`src/rtl/axi_arb_pkg.sv`:
```
// axi_arb_pkg: shared state type, ID/payload widths and response codes for the AXI read arbiter
`ifndef AXI_ID_BITS
`define AXI_ID_BITS 4
`endif
`ifndef AXI_IDS_BITS
`define AXI_IDS_BITS 8
`endif
package axi_arb_pkg;
    localparam int MSEL_BITS = `AXI_IDS_BITS - `AXI_ID_BITS;
    localparam int ADDR_BITS = 32;
    localparam int DATA_BITS = 32;
    localparam int LEN_BITS  = 8;
    localparam int SIZE_BITS = 3;
    localparam logic [1:0] RESP_OKAY   = 2'b00;
    localparam logic [1:0] RESP_SLVERR = 2'b10;
    localparam logic [1:0] RESP_DECERR = 2'b11;
    typedef enum logic [1:0] {IDLE, ADDR, DATA} state_t;
endpackage

```
`src/rtl/axi_read_arbiter_rr_picker.sv`:
```
// rr_picker: picks the next master to serve; round-robin by default, fixed lowest-index priority with AXI_ARB_FIXED_PRIO_EN
module rr_picker #(
    parameter int N  = 2,
    parameter int GW = $clog2(N)
) (
    input  logic          clk,
    input  logic          rstn,
    input  logic [N-1:0]  req,
    input  logic          update,
    input  logic [GW-1:0] grant,
    output logic [GW-1:0] pick
);
`ifdef AXI_ARB_FIXED_PRIO_EN
    logic unused_hist;
    assign unused_hist = ^{clk, rstn, update, grant};
    // lowest requesting index wins, no history kept
    always_comb begin
        pick = '0;
        for (int i = N - 1; i >= 0; i--)
            if (req[i]) pick = GW'(i);
    end
`else
    logic [GW-1:0] rr_ptr;
    logic [GW-1:0] idx;
    logic          found;
    // start the next search one past the master whose burst just completed
    always_ff @(posedge clk or negedge rstn)
        if (!rstn) rr_ptr <= '0;
        else if (update) rr_ptr <= (int'(grant) == N - 1) ? '0 : grant + 1'b1;
    // first requester at or after rr_ptr, wrapping modulo N
    always_comb begin
        pick  = '0;
        found = 1'b0;
        idx   = '0;
        for (int i = 0; i < N; i++) begin
            idx = GW'((int'(rr_ptr) + i) % N);
            if (!found && req[idx]) begin
                pick  = idx;
                found = 1'b1;
            end
        end
    end
`endif
endmodule

```
`src/rtl/axi_read_arbiter.sv`:
```
// axi_read_arbiter: per-slave AR arbiter with R routing, one outstanding burst; AXI_ARB_FIXED_PRIO_EN selects fixed priority
module axi_read_arbiter import axi_arb_pkg::*; #(
    parameter int NUM_MASTERS = 2,
    parameter int MSEL_BITS   = axi_arb_pkg::MSEL_BITS
) (
    input  logic                                        clk,
    input  logic                                        rstn,
    input  logic [NUM_MASTERS-1:0][`AXI_ID_BITS-1:0]    ARID_M,
    input  logic [NUM_MASTERS-1:0][ADDR_BITS-1:0]       ARADDR_M,
    input  logic [NUM_MASTERS-1:0][LEN_BITS-1:0]        ARLEN_M,
    input  logic [NUM_MASTERS-1:0][SIZE_BITS-1:0]       ARSIZE_M,
    input  logic [NUM_MASTERS-1:0][1:0]                 ARBURST_M,
    input  logic [NUM_MASTERS-1:0]                      ARVALID_M,
    output logic [NUM_MASTERS-1:0]                      ARREADY_M,
    output logic [`AXI_ID_BITS-1:0]                     RID_M,
    output logic [DATA_BITS-1:0]                        RDATA_M,
    output logic [1:0]                                  RRESP_M,
    output logic                                        RLAST_M,
    output logic [NUM_MASTERS-1:0]                      RVALID_M,
    input  logic [NUM_MASTERS-1:0]                      RREADY_M,
    output logic [`AXI_IDS_BITS-1:0]                    ARID_S,
    output logic [ADDR_BITS-1:0]                        ARADDR_S,
    output logic [LEN_BITS-1:0]                         ARLEN_S,
    output logic [SIZE_BITS-1:0]                        ARSIZE_S,
    output logic [1:0]                                  ARBURST_S,
    output logic                                        ARVALID_S,
    input  logic                                        ARREADY_S,
    input  logic [`AXI_IDS_BITS-1:0]                    RID_S,
    input  logic [DATA_BITS-1:0]                        RDATA_S,
    input  logic [1:0]                                  RRESP_S,
    input  logic                                        RLAST_S,
    input  logic                                        RVALID_S,
    output logic                                        RREADY_S
);
    localparam int GW = $clog2(NUM_MASTERS);
    state_t        state, next_state;
    logic [GW-1:0] grant, pick;
    logic          done;
    logic          unused_rid;
    assign unused_rid = ^RID_S[`AXI_IDS_BITS-1:`AXI_ID_BITS];
    assign done = (state == DATA) && RVALID_S && RREADY_M[grant] && RLAST_S;
    rr_picker #(.N(NUM_MASTERS), .GW(GW)) u_pick (
        .clk    (clk),
        .rstn   (rstn),
        .req    (ARVALID_M),
        .update (done),
        .grant  (grant),
        .pick   (pick)
    );
    // state and grant registers; grant is latched only when leaving IDLE
    always_ff @(posedge clk or negedge rstn)
        if (!rstn) begin
            state <= IDLE;
            grant <= '0;
        end else begin
            state <= next_state;
            if (state == IDLE && |ARVALID_M) grant <= pick;
        end
    // next state and all channel outputs; payloads are zero outside their owning state
    always_comb begin
        next_state = state;
        ARREADY_M  = '0;
        ARVALID_S  = 1'b0;
        ARID_S     = '0;
        ARADDR_S   = '0;
        ARLEN_S    = '0;
        ARSIZE_S   = '0;
        ARBURST_S  = '0;
        RVALID_M   = '0;
        RREADY_S   = 1'b0;
        RID_M      = '0;
        RDATA_M    = '0;
        RRESP_M    = '0;
        RLAST_M    = 1'b0;
        case (state)
            IDLE: if (|ARVALID_M) next_state = ADDR;
            ADDR: begin
                ARVALID_S        = ARVALID_M[grant];
                ARREADY_M[grant] = ARREADY_S;
                ARID_S           = {MSEL_BITS'(grant), ARID_M[grant]};
                ARADDR_S         = ARADDR_M[grant];
                ARLEN_S          = ARLEN_M[grant];
                ARSIZE_S         = ARSIZE_M[grant];
                ARBURST_S        = ARBURST_M[grant];
                if (ARVALID_M[grant] && ARREADY_S) next_state = DATA;
            end
            DATA: begin
                RVALID_M[grant] = RVALID_S;
                RREADY_S        = RREADY_M[grant];
                RID_M           = RID_S[`AXI_ID_BITS-1:0];
                RDATA_M         = RDATA_S;
                RRESP_M         = RRESP_S;
                RLAST_M         = RLAST_S;
                if (done) next_state = IDLE;
            end
            default: next_state = IDLE;
        endcase
    end
endmodule

```
`config.mk`:
```
export PLATFORM = sky130hd
export DESIGN_NAME = axi_read_arbiter
export DESIGN_NICKNAME = d
export VERILOG_FILES = /design/src/rtl/axi_arb_pkg.sv /design/src/rtl/axi_read_arbiter_rr_picker.sv /design/src/rtl/axi_read_arbiter.sv
export SDC_FILE = /design/constraint.sdc
export NUM_CORES = 1
export LEC_CHECK = 0
export CAP_MARGIN = 20
export CORE_AREA = 2 2 97 99
export DETAILED_ROUTE_END_ITERATION = 7
export DIE_AREA = 0 0 99 101
export HOLD_SLACK_MARGIN = 0.08
export SKIP_LAST_GASP = 1
export SYNTH_ARGS = -nofsm -noshare
export SYNTH_HDL_FRONTEND = slang
export SYNTH_SLANG_ARGS = --single-unit
```
`constraint.sdc`:
```
create_clock -name clk -period 3.3 [get_ports clk]
set_clock_uncertainty 0.15 [all_clocks]
set_input_delay 0.825 -clock clk [delete_from_list [all_inputs] [get_ports clk]]
set_output_delay 0.825 -clock clk [all_outputs]
set_load 0.1 [all_outputs]
```
Yosys cells after proc, flatten, opt, wreduce, memory -nomap -nowiden
Index checks and enable logic that the tools add are counted.
- flip-flop bits (word level): 4
- bits of input ports: 149
- logic and storage cells: 68
- add/subtract/negate cells: 2
- magnitude comparators: 4
- eq/ne operators: 5
- muxes and demuxes: 41
- bitwise logic cells: 2
- reduce and logical (&&, ||, !) cells: 11
- operators by type and width (operator ; count):
    $mux 32 ; 4
    $mux 8 ; 3
    $mux 2 ; 9
    $mux 1 ; 16
    $mux 4 ; 3
    $mux 3 ; 3
    $logic_and 1x1->1 ; 7
    $lt 1x2->1 const B ; 3
    $pmux 2 s3 ; 1
    $mux 5 ; 1
    $and 2x2->2 ; 2
    $ne 2x2->1 const B ; 2
    $reduce_and 3->1 ; 1
    $add 1x1->1 const B ; 2
    $eq 2x1->1 const B ; 1
    $eq 2x2->1 const B ; 1
    $logic_not 2->1 ; 1
    $ne 2x1->1 const B ; 1
    $reduce_or 2->1 ; 1
    $demux 1 s1 ; 1
    $ge 1x1->1 const B ; 1
    $logic_not 1->1 ; 1

Depth between registers and ports, before layout
Gate-level depths: netlist of the first run.
- depth after elaboration: 6
- gate-level depth with buffers: 5
- mapped depth without buffers: 3

Modules after synthesis
From an unflattened synthesis of the first run, not the netlist that was laid out.
- cell total of the unflattened synthesis: 137
- area, all modules: 1047.3 um^2
- modules (own cells, without submodules) (module ; times used ; cells an instance ; area an instance (um^2) ; seq. area each (um^2)):
    axi_read_arbiter ; 1 ; 133 ; 997.2 ; 75.1
    rr_picker ; 1 ; 4 ; 50.0 ; 25.0

Least setup slack after synthesis of the first run
Ideal clock, no wire load.
- kind: input-to-output
- start: input port RREADY_M[1]
- end: output port RREADY_S
- data arrival time: 2.248 ns
- required time: 2.325 ns
- path slack: 0.077 ns
- stages on the path: 2
- cell sequence: mux2i_1 -> nor2b_1
- cells in the longest elaborated chain, start to end: 3
- RTL lines (item ; RTL line ; RTL):
    start: declaration ; axi_read_arbiter.sv:20 ; input logic [NUM_MASTERS-1:0] RREADY_M,
    $mux 1 (implied by the code) (2 in a row) ; axi_read_arbiter.sv:89 ; RREADY_S = RREADY_M[grant];
    $mux 1 ; axi_read_arbiter.sv:75 ; case (state)
    end: declaration ; axi_read_arbiter.sv:33 ; output logic RREADY_S
Every way passes these cells. The select of a mux whose other input is x is not followed.

Worst setup path after layout of the first run
- start: register state[0]
- end: output port ARBURST_S[1]
- cells in the longest elaborated chain, start to end: 2
- RTL lines (item ; RTL line ; RTL):
    start: declaration ; axi_read_arbiter.sv:36 ; state_t state, next_state;
    start signal: assignment ; axi_read_arbiter.sv:56 ; state <= next_state;
    $eq 2x1->1 ; axi_read_arbiter.sv:75 ;
    $mux 2 ; axi_read_arbiter.sv:75 ;
    end: declaration ; axi_read_arbiter.sv:25 ; output logic [1:0] ARBURST_S,
Every way passes these cells.

==> results of run 1 <==
-- registers in the layout (all words and copies together) (netlist names) --
| name | cells |
|---|---|
| state | 2 |
| grant | 1 |
| u_pick.rr_ptr | 1 |
-- layer usage --
metal	GRT usage	vias to the layer above
li1	-	963
met1	0.125	922
met2	0.253	156
met3	0.0472	6
met4	0.0358	0
met5	0	-
-- cell families after synthesis --
logic type,share of synthesized area
AOI/OAI and AO/OA,0.400
buffers and inverters,0.144
DFF,0.0872
muxes,0.0174
other,0.00327
and+or+nand+nor,0.348
-- final timing paths --
| path | slack (ns) | start | depth (start not counted) | end |
|---|---|---|---|---|
| min in group asynchronous | 0.66 | rstn | 1 | state[1]$_DFFE_PN0P_ |
| min | 0.35 | state[1]$_DFFE_PN0P_ | 1 | state[0]$_DFFE_PN0P_ |
| max in group asynchronous | 2.18 | rstn | 1 | grant$_DFFE_PN0P_ |
| min reg2reg | 0.35 | state[1]$_DFFE_PN0P_ | 1 | state[0]$_DFFE_PN0P_ |
| max reg2reg | 1.61 | state[0]$_DFFE_PN0P_ | 3 | u_pick.rr_ptr$_DFFE_PN0P_ |
| max | 0.41 | state[0]$_DFFE_PN0P_ | 4 | ARBURST_S[1] |
-- cell usage after synthesis, types with 2 or more instances --
library cell,instances
a22o_1,49
and2_1,41
and3_1,3
buf_4,3
buf_6,11
clkbuf_1,4
dfrtp_1,4
mux2i_1,2
nand2_1,2
nor2_1,2
nor2_8,2
nor3_1,2
-- final cells by class --
type,count,area share
repair buffers,240,0.741
inverters,1,0.000827
flip-flops and latches,4,0.0221
clock buffers,3,0.00910
multi-input cells,117,0.196
well taps,111,0.0306
-- per-stage QoR --
| stage | cells | setup slack, ns | hold WS (ns) | instance area (µm²) |
|---|---|---|---|---|
| 2_1_floorplan | 140 | 0.0771 | 0.306 | 1150 |
| 3_3_place_gp | 473 | 0.447 | 0.329 | 4500 |
| 3_5_place_dp | 473 | 0.445 | 0.343 | 4500 |
| 4_1_cts | 476 | 0.393 | 0.344 | 4540 |
| 5_1_grt | 476 | 0.300 | 0.380 | 4540 |
| 6_report | 476 | 0.412 | 0.353 | 4540 |
==> out/qor.yml, run 1 <==
clock_tree:
  h-tree-depth: 1
  cts_hold_buf: 0
  root_buffer: "clkbuf_8"
  clock_latency_ns: 0.22
  cts_setup_buffers: 0
  cts_resized: 0
  clockBufferDepth: 2
  numCtsBuffers: 3
  path_clk_slew_ns: 0.03
  clock_sinks: 4
  cts_tree: "built"
timing:
  max_freq_ghz: 0.346
  maxSlewViolCount: 0
  setup_viol: 0
  relSlewSlack: 0.553
  tightestPinTransition_ns: 0.670
  hold_viol_final: 0
  min_period_ns: 2.89
  rsz0062_at_grt: "no"
  fin_crit_sh: 0.875
  setup_tns_ns: 0
floorplan:
  row_count: 35
  core_region_area_um2: 8980
  start_util: 0.128
  fp.dieH_um: 101
  die-area_um2: 10000
  die_w_um: 99
  io_pins: 247
route:
  highest_layer: "met4"
  drc_errors: 0
  wirelength_um: 6990
  dr_wl_met3_um: 943
  wl_met2_um: 3750
  dr.pass1.iters: 4
  wl_met1_um: 2210
  vias_per_cell: 4.30
  num_vias: 2047
  wl_per_cell_um: 14.7
  drtIter0Drc: 33
  antenna_left: 0
yosys:
  yosys_warnings: 0
  netlist_instances: 138
  synth.avg_cell_area_um2: 8.31
  synthArstFlopShare: 1.00
  synth.top_cell.area_share: 0.374
  syn_area_um2: 1150
  yosysSeqAreaShare: 0.0872
  netlist.top_cell.by_area: "a22o_1"
  yosysUniqueCellTypes: 25
  synth_area_leaders: "a22o_1 (37%), and2_1 (22%), buf_6 (11%)"
  synth_edf_count: 0
  ys_seq_elements: 4
  ys.flop_type: "dfrtp_1"
grt:
  grt_first_pass_wirelength_um: 10400
  grt_max_degree: 52
  grt_pass1_vias: 2126
  antenna_found_initial: 0
  globalRouteTotalUtil: 0.129
  overflow: 0
critical_path:
  critPathArrivalTime_ns: 1.91
  crit_type: "register to primary output"
  crit_buf_inv: 1
  start_kind: "register"
  cp_slowest_cell: "nor2_8"
  required_ns: 2.32
  cp_top_family: "simple AND/OR/NAND/NOR gates"
  crit_path_cell_trace: "nand2b_4 > nor2_8 > a22o_1 > buf_12"
  critical-path-max-stage-delay_ns: 0.52
  endpoint_kind: "primary output"
  cp_max_fo: 50
cells_and_area:
  finalNetCount: 516
  final_cell_mix: "clkdlybuf4s50_1 (144), buf_12 (96), a22o_1 (49)"
  area_growth_pct: 295
  diodes: 0
  multi_input_area_um2: 890
  seq_area_um2: 100
  fillerInstances: 812
  final_common_cell: "clkdlybuf4s50_1"
  final_util: 0.505
  drive_above_1_share: 0.282
run_status:
  status: "finished, final reports clean"
job:
  drv_cap: 0
placed_design:
  dpl.hpwl_um: 6140
  routabilityCongestion: 0.756
  portBuffers: 239
min_path:
  min_path_type: "register to register"
Power of run 1 is left out: the tool's default activity adds up to more than one toggle a clock period on the data nets, which glitch-free logic cannot reach.
==> inputs of run 2 (changes only) <==
Settings changed: CORE_AREA 2 2 97 99 to 2 2 96 98, DIE_AREA 0 0 99 101 to 0 0 98 100.
Clock period 3.3 ns to 2.9 ns, I/O delays scaled along.
==> run 2 against run 1 <==
  * Non-clock buffer count grew 5
  * Global-route usage is 0.92 points higher
  * Critical endpoint is now ARID_S[0]
  * Routed wire length is 4.5% higher
  * Sequential share of layout area about the same
  * Worst hold slack lost 0.0054 ns
  * Critical path type unchanged
  * Flip-flop and latch count stayed put
  * Die area shrank 2.0%
  * Cell area grew 1.2%
  * Setup slack worse by 0.24 ns
  * First-iteration DRC count grew 45%
  * Core utilization increased by 1.1 points
==> out/qor.yml, run 2 (synthesized netlist as in run 1, its figures left out) <==
run_status:
  status: "finished, final reports clean"
cells_and_area:
  top_regs: "state x2, grant x1, u_pick.rr_ptr x1"
  diodes: 0  # unchanged
  final_cell_mix: "clkdlybuf4s50_1 (144), buf_12 (97), a22o_1 (49)"
  drive_above_1_share: 0.297  # +0.0151
  fillerInstances: 786  # -3.2%
  area_growth_pct: 300
  final_common_cell: "clkdlybuf4s50_1"
  finalNetCount: 521  # +0.97%
  largest_reg_flops: 2  # unchanged
  top_register: "state"
critical_path:
  cp-startpoint: "state[0]$_DFFE_PN0P_"
  cp_top_family: "flip-flops"
  critical-path-max-stage-delay_ns: 0.48  # -0.04 ns
  required_ns: 2.03  # -0.29 ns
  r2r_cells: 4  # +1
  cp_max_fo: 22  # -56%
  start_kind: "register"
  crit_type: "register to primary output"
  reg2reg_to: "u_pick.rr_ptr$_DFFE_PN0P_"
  crit_buf_inv: 2  # +1
  crit_path_cell_trace: "nand2b_4 > nor2_8 > buf_4 > a22o_1 > buf_12"
  endpoint: "ARID_S[0]"
  cp.depth: 5  # +1
  rrSetupSlack_ns: 1.25  # -0.36 ns
  reg2reg_from: "state[0]$_DFFE_PN0P_"
  endpoint_kind: "primary output"
  cp_slowest_cell: "dfrtp_1"
  critPathArrivalTime_ns: 1.85  # -0.06 ns
floorplan:
  die_w_um: 98  # -1.0%
  core_region_area_um2: 8890  # -0.98%
  start_util: 0.129  # +0.00126
  fp.dieH_um: 100  # -0.99%
  die-area_um2: 9800  # -2.0%
  io_pins: 247  # unchanged
  row_count: 35  # unchanged
timing:
  setup_viol: 0  # unchanged
  min_period_ns: 2.73
  max_freq_ghz: 0.367
  maxSlewViolCount: 0  # unchanged
  hold_viol_final: 0  # unchanged
  rsz0062_at_grt: "no"
  fin_crit_sh: 0.940
  setup_tns_ns: 0  # unchanged
route:
  drc_errors: 0  # unchanged
  vias_per_cell: 4.27  # -0.65%
  drtIter0Drc: 48  # +45%
  num_vias: 2055  # +0.39%
  dr.pass1.iters: 4  # unchanged
  wl_per_cell_um: 15.2  # +3.4%
  antenna_left: 0  # unchanged
  wirelength_um: 7310  # +4.5%
clock_tree:
  root_buffer: "clkbuf_8"
  cts_resized: 0  # unchanged
  cts_hold_buf: 0  # unchanged
  clock_sinks: 4  # unchanged
  path_clk_slew_ns: 0.03  # about the same
  h-tree-depth: 1  # unchanged
  clock_latency_ns: 0.22  # about the same
  clockBufferDepth: 2  # unchanged
  numCtsBuffers: 3  # unchanged
  cts_setup_buffers: 0  # unchanged
  cts_tree: "built"
grt:
  globalRouteTotalUtil: 0.138  # +0.00923
  grt_first_pass_wirelength_um: 10800  # +3.8%
  grt_pass1_vias: 2080  # -2.2%
  antenna_found_initial: 0  # unchanged
  grt_max_degree: 42  # -19%
  overflow: 0  # unchanged
min_path:
  min_path_type: "register to register"
  hold_path_startpoint: "state[1]$_DFFE_PN0P_"
job:
  drv_cap: 0  # unchanged
placed_design:
  dpl.hpwl_um: 6520  # +6.3%
  portBuffers: 239  # unchanged
  routabilityCongestion: 0.779  # +3.1%
==> run 2: cell types whose count changed in the layout (fill, tap and decap cells not counted), sizes merged <==
cell / before / now
buf: 96 / 101
==> run 2: worst min path at each step <==
stage | endpoint | slack, ns | cells after the start
detailed placement | state[0]$_DFFE_PN0P_ | 0.34 | 1
finish | state[0]$_DFFE_PN0P_ | 0.35 | 1
global placement | state[0]$_DFFE_PN0P_ | 0.33 | 1
CTS | state[0]$_DFFE_PN0P_ | 0.34 | 1
global route | state[0]$_DFFE_PN0P_ | 0.37 | 1
floorplan | grant$_DFFE_PN0P_ | 0.28 | 0
==> run 2: final cells by class <==
class	count	area [µm²]	share of cell area
clock buffer	3	41.3	0.00899
inverter	1	3.75	0.000817
multi-input combinational	117	895	0.195
sequential	4	100	0.0218
tap	111	139	0.0302
timing repair buffer	245	3410	0.743
==> run 2: per-stage QoR <==
step                      cells  setup slack (ns)  cell area (µm²)  utilization  hold WS, ns
final                       481             0.175             4590        0.517        0.348
after CTS                   481             0.140             4590        0.517        0.344
after global placement      478             0.299             4550        0.512        0.328
after floorplan             140             0.222             1160            -        0.279
after detailed placement    478             0.283             4550        0.512        0.337
after global routing        481            0.0280             4590        0.517        0.370
==> run 2: per-layer routing <==
layer  global-route usage  up-vias  part of all wire
met4               0.0406        0             0.016
met3               0.0557        9              0.13
li1                     -      974                 -
met2                0.260      152              0.54
met1                0.140      920              0.32
met5                    0        -                 0
Power of run 2 is left out for the same reason.
==> inputs of run 3 (changes only) <==
Settings changed: CTS_BUF_LIST set to sky130_fd_sc_hd__clkbuf_4.
==> run 3 against run 2 <==
  * Sequential share of layout area about the same
  * Worst hold slack barely moved
  * First-iteration DRC count unchanged
==> out/qor.yml, run 3 (synthesized netlist as in run 1, its figures left out) <==
floorplan:
  io_pins: 247  # unchanged
  start_util: 0.129  # unchanged
  core_region_area_um2: 8890  # unchanged
  die_w_um: 98  # unchanged
  fp.dieH_um: 100  # unchanged
  row_count: 35  # unchanged
  die-area_um2: 9800  # unchanged
grt:
  globalRouteTotalUtil: 0.137  # -0.000732
  overflow: 0  # unchanged
  antenna_found_initial: 0  # unchanged
  grt_first_pass_wirelength_um: 10700  # -0.51%
  grt_pass1_vias: 2066  # -0.67%
  grt_max_degree: 42  # unchanged
route:
  dr.pass1.iters: 4  # unchanged
  wirelength_um: 7610  # +4.1%
  drc_errors: 0  # unchanged
  vias_per_cell: 4.24  # -0.75%
  num_vias: 2048  # -0.34%
  drtIter0Drc: 48  # unchanged
  antenna_left: 0  # unchanged
  wl_per_cell_um: 15.7  # +3.6%
cells_and_area:
  final_cell_mix: "clkdlybuf4s50_1 (144), buf_12 (97), a22o_1 (49)"
  diodes: 0  # unchanged
  area_growth_pct: 301  # about the same
  finalNetCount: 523  # +0.38%
  final_common_cell: "clkdlybuf4s50_1"
  fin_cells: 483  # +0.42%
  largest_reg_flops: 2  # unchanged
  top_register: "state"
  drive_above_1_share: 0.301  # +0.00378
  top_regs: "state x2, grant x1, u_pick.rr_ptr x1"
  fillerInstances: 785  # -0.13%
clock_tree:
  clock_latency_ns: 0.24  # +0.02 ns
  cts_tree: "built"
  cts_hold_buf: 0  # unchanged
  clock_sinks: 4  # unchanged
  clockBufferDepth: 2  # unchanged
  h-tree-depth: 1  # unchanged
  numCtsBuffers: 3  # unchanged
  root_buffer: "clkbuf_4"
  path_clk_slew_ns: 0.04  # about the same
timing:
  max_freq_ghz: 0.365  # -0.51%
  min_period_ns: 2.74  # +0.0139 ns
  fin_crit_sh: 0.945  # +0.00480
  rsz0062_at_grt: "no"
  hold_viol_final: 0  # unchanged
  setup_tns_ns: 0  # unchanged
  setup_viol: 0  # unchanged
  maxSlewViolCount: 0  # unchanged
placed_design:
  dpl.hpwl_um: 6520  # unchanged
  portBuffers: 239  # unchanged
  routabilityCongestion: 0.779  # unchanged
  placed_cells: 478  # unchanged
critical_path:
  start_kind: "register"
  crit_type: "register to primary output"
  endpoint_kind: "primary output"
  critPathArrivalTime_ns: 1.86  # about the same
  required_ns: 2.03  # about the same
  cp_max_fo: 12  # -45%
job:
  drv_cap: 0  # unchanged
run_status:
  status: "finished, final reports clean"
min_path:
  min_path_type: "register to register"
[run 3: final cells by class]
cell class / count / area [µm²] / area share
clock buffers: 3 / 22.5 / 0.00490
inverters: 1 / 3.75 / 0.000817
multi-input cells: 119 / 917 / 0.200
flip-flops and latches: 4 / 100 / 0.0218
well taps: 111 / 139 / 0.0302
repair buffers: 245 / 3410 / 0.743
[run 3: per-stage QoR]
step / setup WS (ns) / hold slack [ns] / area [µm²] / utilization
6_report: 0.161 / 0.347 / 4600 / 0.517
5_1_grt: 0.0460 / 0.366 / 4600 / 0.517
4_1_cts: 0.132 / 0.338 / 4570 / 0.514
3_5_place_dp: 0.283 / 0.337 / 4550 / 0.512
3_3_place_gp: 0.299 / 0.328 / 4550 / 0.512
2_1_floorplan: 0.222 / 0.279 / 1160 / -
[run 3: critical path: stages, from the launching register on]
cell	delay, ns
dfrtp_1	0.48
nand2b_4	0.20
nor2_8	0.28
buf_4	0.24
a22o_1	0.22
buf_12	0.19
[run 3: metal layers]
| layer | share of wire | vias up | GRT usage |
|---|---|---|---|
| met2 | 0.53 | 148 | 0.258 |
| met3 | 0.12 | 6 | 0.0599 |
| met4 | 0.011 | 0 | 0.0342 |
| li1 | - | 981 | - |
| met5 | 0 | - | 0 |
| met1 | 0.34 | 913 | 0.139 |
[run 3: timing repair]
action,CTS,global route
setup endpoints to repair,0,2
gates resized for setup,0,0
buffers inserted,0,0
[run 3: worst paths after layout]
kind                                       from  cells after the start                         to  slack, ns
setup / recovery           state[0]$_DFFE_PN0P_                      5                  ARID_S[0]       0.16
hold / removal             state[1]$_DFFE_PN0P_                      1       state[0]$_DFFE_PN0P_       0.35
setup reg to reg           state[0]$_DFFE_PN0P_                      4  u_pick.rr_ptr$_DFFE_PN0P_       1.27
hold reg to reg            state[1]$_DFFE_PN0P_                      1       state[0]$_DFFE_PN0P_       0.35
max in group asynchronous                  rstn                      1  u_pick.rr_ptr$_DFFE_PN0P_       1.89
min in group asynchronous                  rstn                      1          grant$_DFFE_PN0P_       0.54
Power of run 3 is left out for the same reason.
